### config.mk
export PLATFORM = sky130hd
export DESIGN_NAME = disc_drop_ctrl_flat
export DESIGN_NICKNAME = d
export VERILOG_FILES = /design/src/rtl/disc_drop_if.sv /design/src/rtl/disc_drop_ctrl.sv /design/src/flat_wrapper.sv
export SDC_FILE = /design/constraint.sdc
export NUM_CORES = 1
export LEC_CHECK = 0
export ABC_AREA = 1
export ABC_CLOCK_PERIOD_IN_PS = 2300
export CAP_MARGIN = 40
export CORE_MARGIN = 1.5
export CORE_UTILIZATION = 39
export DETAILED_ROUTE_END_ITERATION = 16
export GPL_TIMING_DRIVEN = 0
export SLEW_MARGIN = 15
export SYNTH_ARGS = -nofsm -noshare
export SYNTH_HDL_FRONTEND = slang
export SYNTH_SLANG_ARGS = --single-unit
### constraint.sdc
create_clock -name CLOCK_50 -period 2.3 [get_ports CLOCK_50]
set_input_delay 0.46 -clock CLOCK_50 [delete_from_list [all_inputs] [get_ports CLOCK_50]]
set_output_delay 0.46 -clock CLOCK_50 [all_outputs]
set_load 0.02 [all_outputs]
### src/rtl/disc_drop_if.sv
// Drawer handshake between the disc-drop controller and the object drawer.
// The controller (master) presents an object origin and colour and holds
// draw_req high. The drawer (slave) answers with a single-cycle draw_done
// pulse once the object is fully plotted.
//   obj_x     [7:0]  object origin x
//   obj_y     [6:0]  object origin y
//   obj_color [2:0]  object colour (3'b000 erases)
//   draw_req         level request, held until draw_done
//   draw_done        single-cycle completion pulse from the drawer
interface disc_drop_if;
    logic [7:0] obj_x;
    logic [6:0] obj_y;
    logic [2:0] obj_color;
    logic       draw_req;
    logic       draw_done;

    modport master (
        output obj_x, obj_y, obj_color, draw_req,
        input  draw_done
    );

    modport slave (
        input  obj_x, obj_y, obj_color, draw_req,
        output draw_done
    );
endinterface

### src/rtl/disc_drop_ctrl.sv
// Disc-drop controller for a 7x6 connect-four board. It accepts a column
// request, rejects it if the column is invalid or full, and otherwise
// animates the disc falling from the top row: draw, dwell, erase, move one
// row down, and repeat until the landing row. The landing draw is left on
// screen and the move is committed.
//   CLOCK_50    system clock, rising edge
//   Resetn      synchronous active-low reset
//   col_sel     requested column (0..6 valid)
//   drop        single-cycle drop request
//   draw        drawer handshake (obj_x/obj_y/obj_color/draw_req/draw_done)
//   player      side to move: 0 = red, 1 = yellow
//   busy        high whenever the controller is not idle
//   illegal     one-cycle pulse on a rejected drop
//   board_full  high once all 42 discs are committed
//
// state      | meaning
// IDLE       | waiting for a drop request
// CHECK      | validate column, set up the fall
// DRAW       | request disc drawn at the current row
// DRAW_WAIT  | wait for drawer; landed -> COMMIT, else -> HOLD
// HOLD       | dwell STEP_CYCLES cycles with the disc visible
// ERASE      | request the current row cleared
// ERASE_WAIT | wait for drawer, then move one row down
// COMMIT     | bump column height and disc count, swap player
module disc_drop_ctrl #(
    parameter int STEP_CYCLES = 2500000,
    parameter int X0          = 24,
    parameter int Y0          = 16
) (
    input  logic        CLOCK_50,
    input  logic        Resetn,
    input  logic [2:0]  col_sel,
    input  logic        drop,
    disc_drop_if.master draw,
    output logic        player,
    output logic        busy,
    output logic        illegal,
    output logic        board_full
);

    typedef enum logic [2:0] {
        S_IDLE,
        S_CHECK,
        S_DRAW,
        S_DRAW_WAIT,
        S_HOLD,
        S_ERASE,
        S_ERASE_WAIT,
        S_COMMIT
    } state_t;

    localparam int           CW        = (STEP_CYCLES > 1) ? $clog2(STEP_CYCLES) : 1;
    localparam logic [CW-1:0] HOLD_LOAD = CW'(STEP_CYCLES - 1);

    state_t        state, state_nxt;
    logic [2:0]    col_r;
    logic [2:0]    row_r;
    logic [2:0]    target;
    logic [5:0]    total;
    logic          player_r;
    logic [CW-1:0] hold_cnt;
    // Entry 7 is never committed; it keeps a lookup with col_r=7 in range.
    logic [2:0]    height [8];

    logic [2:0]    cur_height;
    logic          legal;
    logic          drawing;

    assign cur_height = height[col_r];
    assign legal      = (col_r != 3'd7) && (cur_height != 3'd6);

    always_ff @(posedge CLOCK_50) begin
        if (!Resetn) begin
            state    <= S_IDLE;
            col_r    <= '0;
            row_r    <= '0;
            target   <= '0;
            total    <= '0;
            player_r <= 1'b0;
            hold_cnt <= HOLD_LOAD;
            for (int i = 0; i < 8; i++) begin
                height[i] <= '0;
            end
        end else begin
            state <= state_nxt;
            case (state)
                S_IDLE: begin
                    if (drop) col_r <= col_sel;
                end
                S_CHECK: begin
                    if (legal) begin
                        row_r  <= 3'd5;
                        target <= cur_height;
                    end
                end
                S_ERASE_WAIT: begin
                    if (draw.draw_done) row_r <= row_r - 3'd1;
                end
                S_COMMIT: begin
                    height[col_r] <= cur_height + 3'd1;
                    total         <= total + 6'd1;
                    player_r      <= ~player_r;
                end
                default: ;
            endcase
            // Dwell timer reloads outside HOLD so every HOLD visit starts fresh.
            if (state == S_HOLD) hold_cnt <= hold_cnt - CW'(1);
            else                 hold_cnt <= HOLD_LOAD;
        end
    end

    always_comb begin
        state_nxt = state;
        illegal   = 1'b0;
        case (state)
            S_IDLE:       if (drop) state_nxt = S_CHECK;
            S_CHECK: begin
                if (legal) begin
                    state_nxt = S_DRAW;
                end else begin
                    illegal   = 1'b1;
                    state_nxt = S_IDLE;
                end
            end
            S_DRAW:       state_nxt = S_DRAW_WAIT;
            S_DRAW_WAIT: begin
                if (draw.draw_done) state_nxt = (row_r == target) ? S_COMMIT : S_HOLD;
            end
            S_HOLD:       if (hold_cnt == '0) state_nxt = S_ERASE;
            S_ERASE:      state_nxt = S_ERASE_WAIT;
            S_ERASE_WAIT: if (draw.draw_done) state_nxt = S_DRAW;
            S_COMMIT:     state_nxt = S_IDLE;
            default:      state_nxt = S_IDLE;
        endcase
    end

    assign drawing = (state == S_DRAW) || (state == S_DRAW_WAIT) ||
                     (state == S_ERASE) || (state == S_ERASE_WAIT);

    // Object fields are forced to zero outside a drawer transaction so the
    // bus is quiet in IDLE and straight out of reset.
    always_comb begin
        draw.draw_req  = drawing;
        draw.obj_x     = '0;
        draw.obj_y     = '0;
        draw.obj_color = '0;
        if (drawing) begin
            draw.obj_x = 8'(X0) + {1'b0, col_r, 4'b0000};
            draw.obj_y = 7'(Y0) + {3'd5 - row_r, 4'b0000};
            if ((state == S_DRAW) || (state == S_DRAW_WAIT))
                draw.obj_color = player_r ? 3'b110 : 3'b100;
        end
    end

    assign player     = player_r;
    assign busy       = (state != S_IDLE);
    assign board_full = (total == 6'd42);

endmodule
### src/flat_wrapper.sv
// flat-port wrapper written by rule: the top's interface ports become plain ports
module disc_drop_ctrl_flat 
#(
    parameter int STEP_CYCLES = 2500000,
    parameter int X0          = 24,
    parameter int Y0          = 16
)
  (CLOCK_50, Resetn, col_sel, drop, player, busy, illegal, board_full, draw_obj_x, draw_obj_y, draw_obj_color, draw_draw_req, draw_draw_done);
  disc_drop_if draw_i ();
  input  logic CLOCK_50;
  input  logic Resetn;
  input  logic [2:0] col_sel;
  input  logic drop;
  output logic player;
  output logic busy;
  output logic illegal;
  output logic board_full;
  output wire logic [$bits(draw_i.obj_x)-1:0] draw_obj_x;
  output wire logic [$bits(draw_i.obj_y)-1:0] draw_obj_y;
  output wire logic [$bits(draw_i.obj_color)-1:0] draw_obj_color;
  output wire logic [$bits(draw_i.draw_req)-1:0] draw_draw_req;
  input wire logic [$bits(draw_i.draw_done)-1:0] draw_draw_done;
  assign draw_obj_x = draw_i.obj_x;
  assign draw_obj_y = draw_i.obj_y;
  assign draw_obj_color = draw_i.obj_color;
  assign draw_draw_req = draw_i.draw_req;
  assign draw_i.draw_done = draw_draw_done;
  disc_drop_ctrl #(.STEP_CYCLES(STEP_CYCLES), .X0(X0), .Y0(Y0)) u_core (.CLOCK_50(CLOCK_50), .Resetn(Resetn), .col_sel(col_sel), .drop(drop), .draw(draw_i), .player(player), .busy(busy), .illegal(illegal), .board_full(board_full));
endmodule
==> reports/metrics.cfg, run 1 <==
[job]
maxCapViolCount = 0

[synthesis]
syn_area_per_cell_um2 = 7.98
ys_ff_latch = 68
synth-async-reset-ratio_pct = 0
post_synth_num_cell_types = 44
synthFlopType = dfxtp_1
synth-edff-count = 24
synth_top_area_share_pct = 25.7
yosys-top-cells-area = dfxtp_1, edfxtp_1, nor2_1
ys_warn_count = 0
synthesis.area_mm2 = 0.00343
seq_area_frac_synth_pct = 46.7
syn_inst = 430
yosysTopAreaCell = dfxtp_1

[clock_network]
cts_htree_levels = 3
clkTransAtPathRegs_ps = 80
clock-sinks = 68
worst_skew_pair.late_latency_ps = 350
cts_inserted_buffers = 9
clock-root-buffer = clkbuf_8
holdBufCountCts = 0
cts_tree = yes
cts_buffer_depth = 2

[placed_design]
hpwl_um = 4890
dpl-instance-area_mm2 = 0.00380
gp_congestion = 0.846
io_buffers = 21
pre_cts_slack_ps = -380

[floorplan]
rows = 34
core_area_mm2 = 0.00864
io-pin-count = 30
start_util_pct = 39.7
die_w_um = 96.8
dieArea_mm2 = 0.00937
die_y_um = 96.8

[critical_path]
cpLargestDelayFamily = buffers and inverters
start_kind = register
worst-endpoint-arrival_ps = 1840
max_stage_delay_ps = 370
path_depth = 11
cpMostUsedCell = buf_6
path_buf_inv = 5
path_cells = inv_4, buf_6, nor2_2, o22ai_1, inv_1, o21ai_4, inv_2, ha_4, nand2_4, a21oi_2, buf_6
path_class = reg2out
r2r_cells = 10
end_kind = output port
worstPathMaxFanout = 5
required_ps = 1840
crit_path_top_delay_cell = dfxtp_4

[layout]
layout.nets = 493
synthToLayoutAreaGrowth_pct = 20.8
final_area_mm2 = 0.00414
layout-drive-gt1-share_pct = 20.3
fillers = 873
diodes = 0

[timing]
totalNegativeSetupSlack_ps = -3.96
finalSetupViolCount = 1
slew_violations = 0
finalCritPeriodShare_pct = 100
fin_crit_ps = 2300
fin_worst_skew_ps = 7.42
relSlewSlack_pct = 60.5
tightest_slew_ps = 593
rsz0062_at_grt = yes
hold_viol_final = 0
setup_slack_ps = -3.96
fmax_mhz = 434

[global_route]
grtUsageTotal_pct = 15.1
grt_overflow = 0
grt_pass1_wl_um = 11300
grt_max_degree = 13
antenna_found_initial = 0
grt_pass1_vias = 2505

[route]
firstDrtPassIters = 5
routed_via_density = 4.75
via_count = 2801
drt-initial-drc-count = 112
drc = 0
totalWireLength_um = 7000
wire_per_inst_um = 11.9
drtAntennaViolNets = 0

[pwr]
ir_drop_mv = 0.670
total_leakage_power_nw = 1.77
power_density_mw_per_mm2 = 935

[outcome]
failed_checks = setup timing
status = finished with violations

[min_path]
worstHoldStart = u_core.hold_cnt[0]
hold_path.class = reg2reg
hold-path-cell-count = 1

per-stage QoR:
step	hold WS, ps	std cells	total power, mW	utilization [%]
2_1_floorplan	412	437	2.29	-
3_3_place_gp	423	566	2.68	44.0
3_5_place_dp	430	566	2.69	44.0
4_1_cts	447	583	3.77	46.7
5_1_grt	467	590	4.11	48.0
6_report	443	590	3.88	48.0
timing repair:
| action | in CTS | in global routing |
|---|---|---|
| endpoints found under the hold margin | 0 | 0 |
| cloned | 0 | 2 |
| setup endpoints to repair | 20 | 11 |
| gates resized for setup | 36 | 35 |
| pin swaps | 1 | 5 |
| setup buffers | 1 | 5 |
area by class of cell:
type	instances	area, um2	area share (%)
Buffer	16	114	2.75
Clock buffer	9	124	2.99
Clock inverter	7	91.3	2.20
Inverter	56	215	5.19
Multi-Input combinational cell	297	1610	38.8
Sequential cell	68	1610	38.9
Tap cell	108	135	3.26
Timing Repair Buffer	29	245	5.92
per-layer routing:
layer | global-route usage (%) | part of all wire [%] | vias to the layer above
met4 | 6.02 | 1.6 | 0
met2 | 24.3 | 45 | 48
met5 | 0 | 0 | -
met1 | 19.4 | 49 | 1269
li1 | - | - | 1476
met3 | 3.90 | 3.8 | 8
synth_stat cells (2+ instances only):
cell type and count:
xnor2_1 4, dfxtp_1 44, a21oi_1 28, xor2_1 6, nor3_1 10, inv_2 7, a21oi_2 2, o21a_1 2
nand2_1 71, inv_1 48, nand2_2 4, clkbuf_1 2, o21ai_1 3, o22ai_1 4, ha_1 9, nand3_2 3
nor2_1 74, buf_4 10, o21ai_0 24, nand3_1 24, nor2_4 2, nor2_2 3, buf_6 2, edfxtp_1 24
cell usage in the layout, fill, tap and decap left out, types with 4 or more instances in the layout:
cell and count:
edfxtp_1 24, clkdlybuf4s50_1 9, nand2_1 68, xor2_1 6, inv_2 8, clkbuf_2 4
conb_1 8, o21ai_0 21, nor3_1 7, nor2_1 70, buf_6 4, nand3_1 23
a21oi_1 27, nand2_2 7, inv_1 45, nand3_2 4, dfxtp_1 39, buf_4 17
xnor2_1 4, nor2_2 6, clkbuf_8 9, ha_1 8, o22ai_1 4
cell families (layout without fill, tap and decap cells):
logic type	Yosys count	in the layout	synth area share, %
buffers and inverters	72	117	9.45
xor gates and xnor gates	10	10	2.55
DFF	68	68	46.7
AOI/OAI and AO/OA	67	67	10.8
and+or+nand+nor	203	203	27.1
adders and majority gates	9	9	3.28
other	1	8	0.109
worst paths after layout:
path / slack (ps) / end
worst max-delay path: -4 / illegal
worst min-delay path: 440 / u_core.hold_cnt[0]
worst max register to register: 220 / u_core.height[5][1]
worst min register to register: 440 / u_core.hold_cnt[0]
sequential cells by signal (all words and copies together) (netlist names), named ones only:
register and count:
u_core.total 6, u_core.col_r 3, u_core.player 1, u_core.height 24, u_core.row_r 3, u_core.hold_cnt 22
u_core.state 3, u_core.target 3
report_power, final:
group          total (mW)  internal, mW  switching (mW)
clock network        1.08         0.606           0.476
registers            1.46          1.35           0.113
logic                1.33         0.499           0.834
total                3.88          2.45            1.42
Power figures use the tool's default switching activity.
==> run 2: changes to the inputs <==
--- a/config.mk
+++ b/config.mk
@@ -8,8 +8,9 @@
 export ABC_AREA = 1
 export ABC_CLOCK_PERIOD_IN_PS = 2300
 export CAP_MARGIN = 40
-export CORE_MARGIN = 1.5
+export CORE_MARGIN = 1
 export CORE_UTILIZATION = 39
+export CTS_CLUSTER_SIZE = 8
 export DETAILED_ROUTE_END_ITERATION = 16
 export GPL_TIMING_DRIVEN = 0
 export SLEW_MARGIN = 15
==> reports/metrics.cfg, run 2 (synthesis results as in run 1) <==
[outcome]
status = finished with violations
failed_checks = setup timing

[placed_design]
pre_cts_slack_ps = -464  ; -83.4 ps
hpwl_um = 5220  ; +6.9%
gp_congestion = 0.818  ; -3.3%
io_buffers = 21  ; unchanged

[floorplan]
die_w_um = 95.8  ; -1.0%
die_y_um = 95.8  ; -1.0%
rows = 33  ; -2.9%
start_util_pct = 40.9  ; +1.2 points
core_area_mm2 = 0.00838  ; -2.9%
io-pin-count = 30  ; unchanged
dieArea_mm2 = 0.00917  ; -2.1%

[critical_path]
required_ps = 1840  ; about the same
end_kind = output port
path_class = reg2out
start_kind = register
worst-endpoint-arrival_ps = 1870  ; +30 ps
worstPathMaxFanout = 5  ; unchanged

[route]
drt-initial-drc-count = 152  ; +36%
via_count = 2807  ; +0.21%
drc = 0  ; unchanged
routed_via_density = 4.79  ; +0.90%
totalWireLength_um = 7220  ; +3.1%
wire_per_inst_um = 12.3  ; +3.8%
drtAntennaViolNets = 0  ; unchanged
firstDrtPassIters = 4  ; -1

[pwr]
total_leakage_power_nw = 1.77  ; -0.28%
power_mw = 3.80  ; -2.0%
power_switching_mw = 1.41  ; -0.99%
p_int_mw = 2.39  ; -2.6%
power_density_mw_per_mm2 = 920  ; -1.6%
power_frac_comb_pct = 36.2  ; +1.8 points
p_sw_share_pct = 37.1  ; +0.37 points
p_seq_share_pct = 38.4  ; +0.7 points
p_clk_share_pct = 25.4  ; -2.5 points
ir_drop_mv = 0.459  ; -32%

[layout]
final_cell_mix = nor2_1, nand2_1, inv_1
layout.nets = 492  ; -0.20%
largest_reg_flops = 24  ; unchanged
layout-drive-gt1-share_pct = 19.5  ; -0.79 points
synthToLayoutAreaGrowth_pct = 20.4
top_regs = u_core.height x24, u_core.hold_cnt x22, u_core.total x6
diodes = 0  ; unchanged
final_common_cell = nor2_1
regMostFlops = u_core.height

[min_path]
hold_path.class = reg2reg

[timing]
totalNegativeSetupSlack_ps = -28.6  ; -24.6 ps
fin_crit_ps = 2330  ; +24.6 ps
fmax_mhz = 429  ; -1.1%
relSlewSlack_pct = 60.3  ; -0.18 points
finalSetupViolCount = 1  ; unchanged
fin_worst_skew_ps = 6.34  ; -1.08 ps
rsz0062_at_grt = yes
tightest_slew_ps = 595  ; +2.64 ps
hold_viol_final = 0  ; unchanged
slew_violations = 0  ; unchanged
setup_slack_ps = -28.6  ; -24.6 ps
finalCritPeriodShare_pct = 101  ; +1.1 points

[clock_network]
worst_skew_pair.late_latency_ps = 330  ; -20 ps
cts_htree_levels = 3  ; unchanged
clkTransAtPathRegs_ps = 70  ; about the same
clock-sinks = 68  ; unchanged
clock-root-buffer = clkbuf_8
cts_inserted_buffers = 9  ; unchanged
cts_tree = yes
cts_buffer_depth = 2  ; unchanged

[global_route]
grt_pass1_vias = 2642  ; +5.5%
grt_overflow = 0  ; unchanged
grt_max_degree = 12  ; -1
grtUsageTotal_pct = 17.0  ; +1.9 points
grt_pass1_wl_um = 11700  ; +3.7%
antenna_found_initial = 0  ; unchanged

[job]
maxCapViolCount = 0  ; unchanged

[run 2: changes by cell type in the layout (fill, tap and decap cells not counted), sizes merged]
cell,previous run,this run
clkbuf,15,17
buf,25,26
bufinv,2,1
clkdlybuf4s15,1,0
clkinv,5,4
dlygate4sd2,3,2
[run 2: worst max-delay path: stages (launching register included)]
cell	delay [ps]
dfxtp_4	410
inv_4	60
buf_6	130
o21ai_4	130
o22ai_2	90
nand2_2	80
o21ai_4	70
inv_2	80
ha_4	140
nand2_4	50
a21oi_4	160
buf_6	130
[run 2: final timing paths]
check / startpoint / end / slack [ps] / cells past startpoint
setup reg to reg: register / u_core.height[7][2] / 200 / 11
hold / removal: u_core.hold_cnt[0] / u_core.hold_cnt[0] / 450 / 1
hold reg to reg: u_core.hold_cnt[0] / u_core.hold_cnt[0] / 450 / 1
setup / recovery: register / illegal / -30 / 11
[run 2: layout make-up]
cell class,instances,area (um2)
tap,105,131
buffer,16,118
timing repair buffer,28,255
fill,829,4250
sequential,68,1610
multi-input combinational,297,1610
clock inverter,5,51.3
clock buffer,11,141
inverter,56,213
[run 2: routing by layer]
metal	routed length [um]	GRT usage [%]
met1	3500	22.2
met4	85	6.34
met2	3390	26.8
met3	248	4.66
met5	0	0
[run 2: power by group through the flow]
stage          clock [mW]  sequential, mW  combinational [mW]
3_3_place_gp            0            1.46                1.23
6_report            0.967            1.46                1.37
5_1_grt              1.04            1.47                1.52
3_5_place_dp            0            1.46                1.24
4_1_cts             0.990            1.44                1.24
2_1_floorplan           0            1.43               0.859
[run 2: timing repair]
item,4_1_cts,5_1_grt
cloned,0,2
hold endpoints to repair,0,0
setup buffers,2,3
pin swaps,2,7
hold buffers,0,0
endpoints found under the setup margin,20,18
resized for setup,35,41
[run 2: metrics by stage]
step | instances | hold slack (ps) | utilization (%) | area (um2)
6_report | 586 | 447 | 49.3 | 4130
3_3_place_gp | 563 | 422 | 45.3 | 3800
4_1_cts | 581 | 451 | 47.9 | 4020
5_1_grt | 586 | 468 | 49.3 | 4130
3_5_place_dp | 563 | 433 | 45.3 | 3800
2_1_floorplan | 437 | 412 | - | 3460
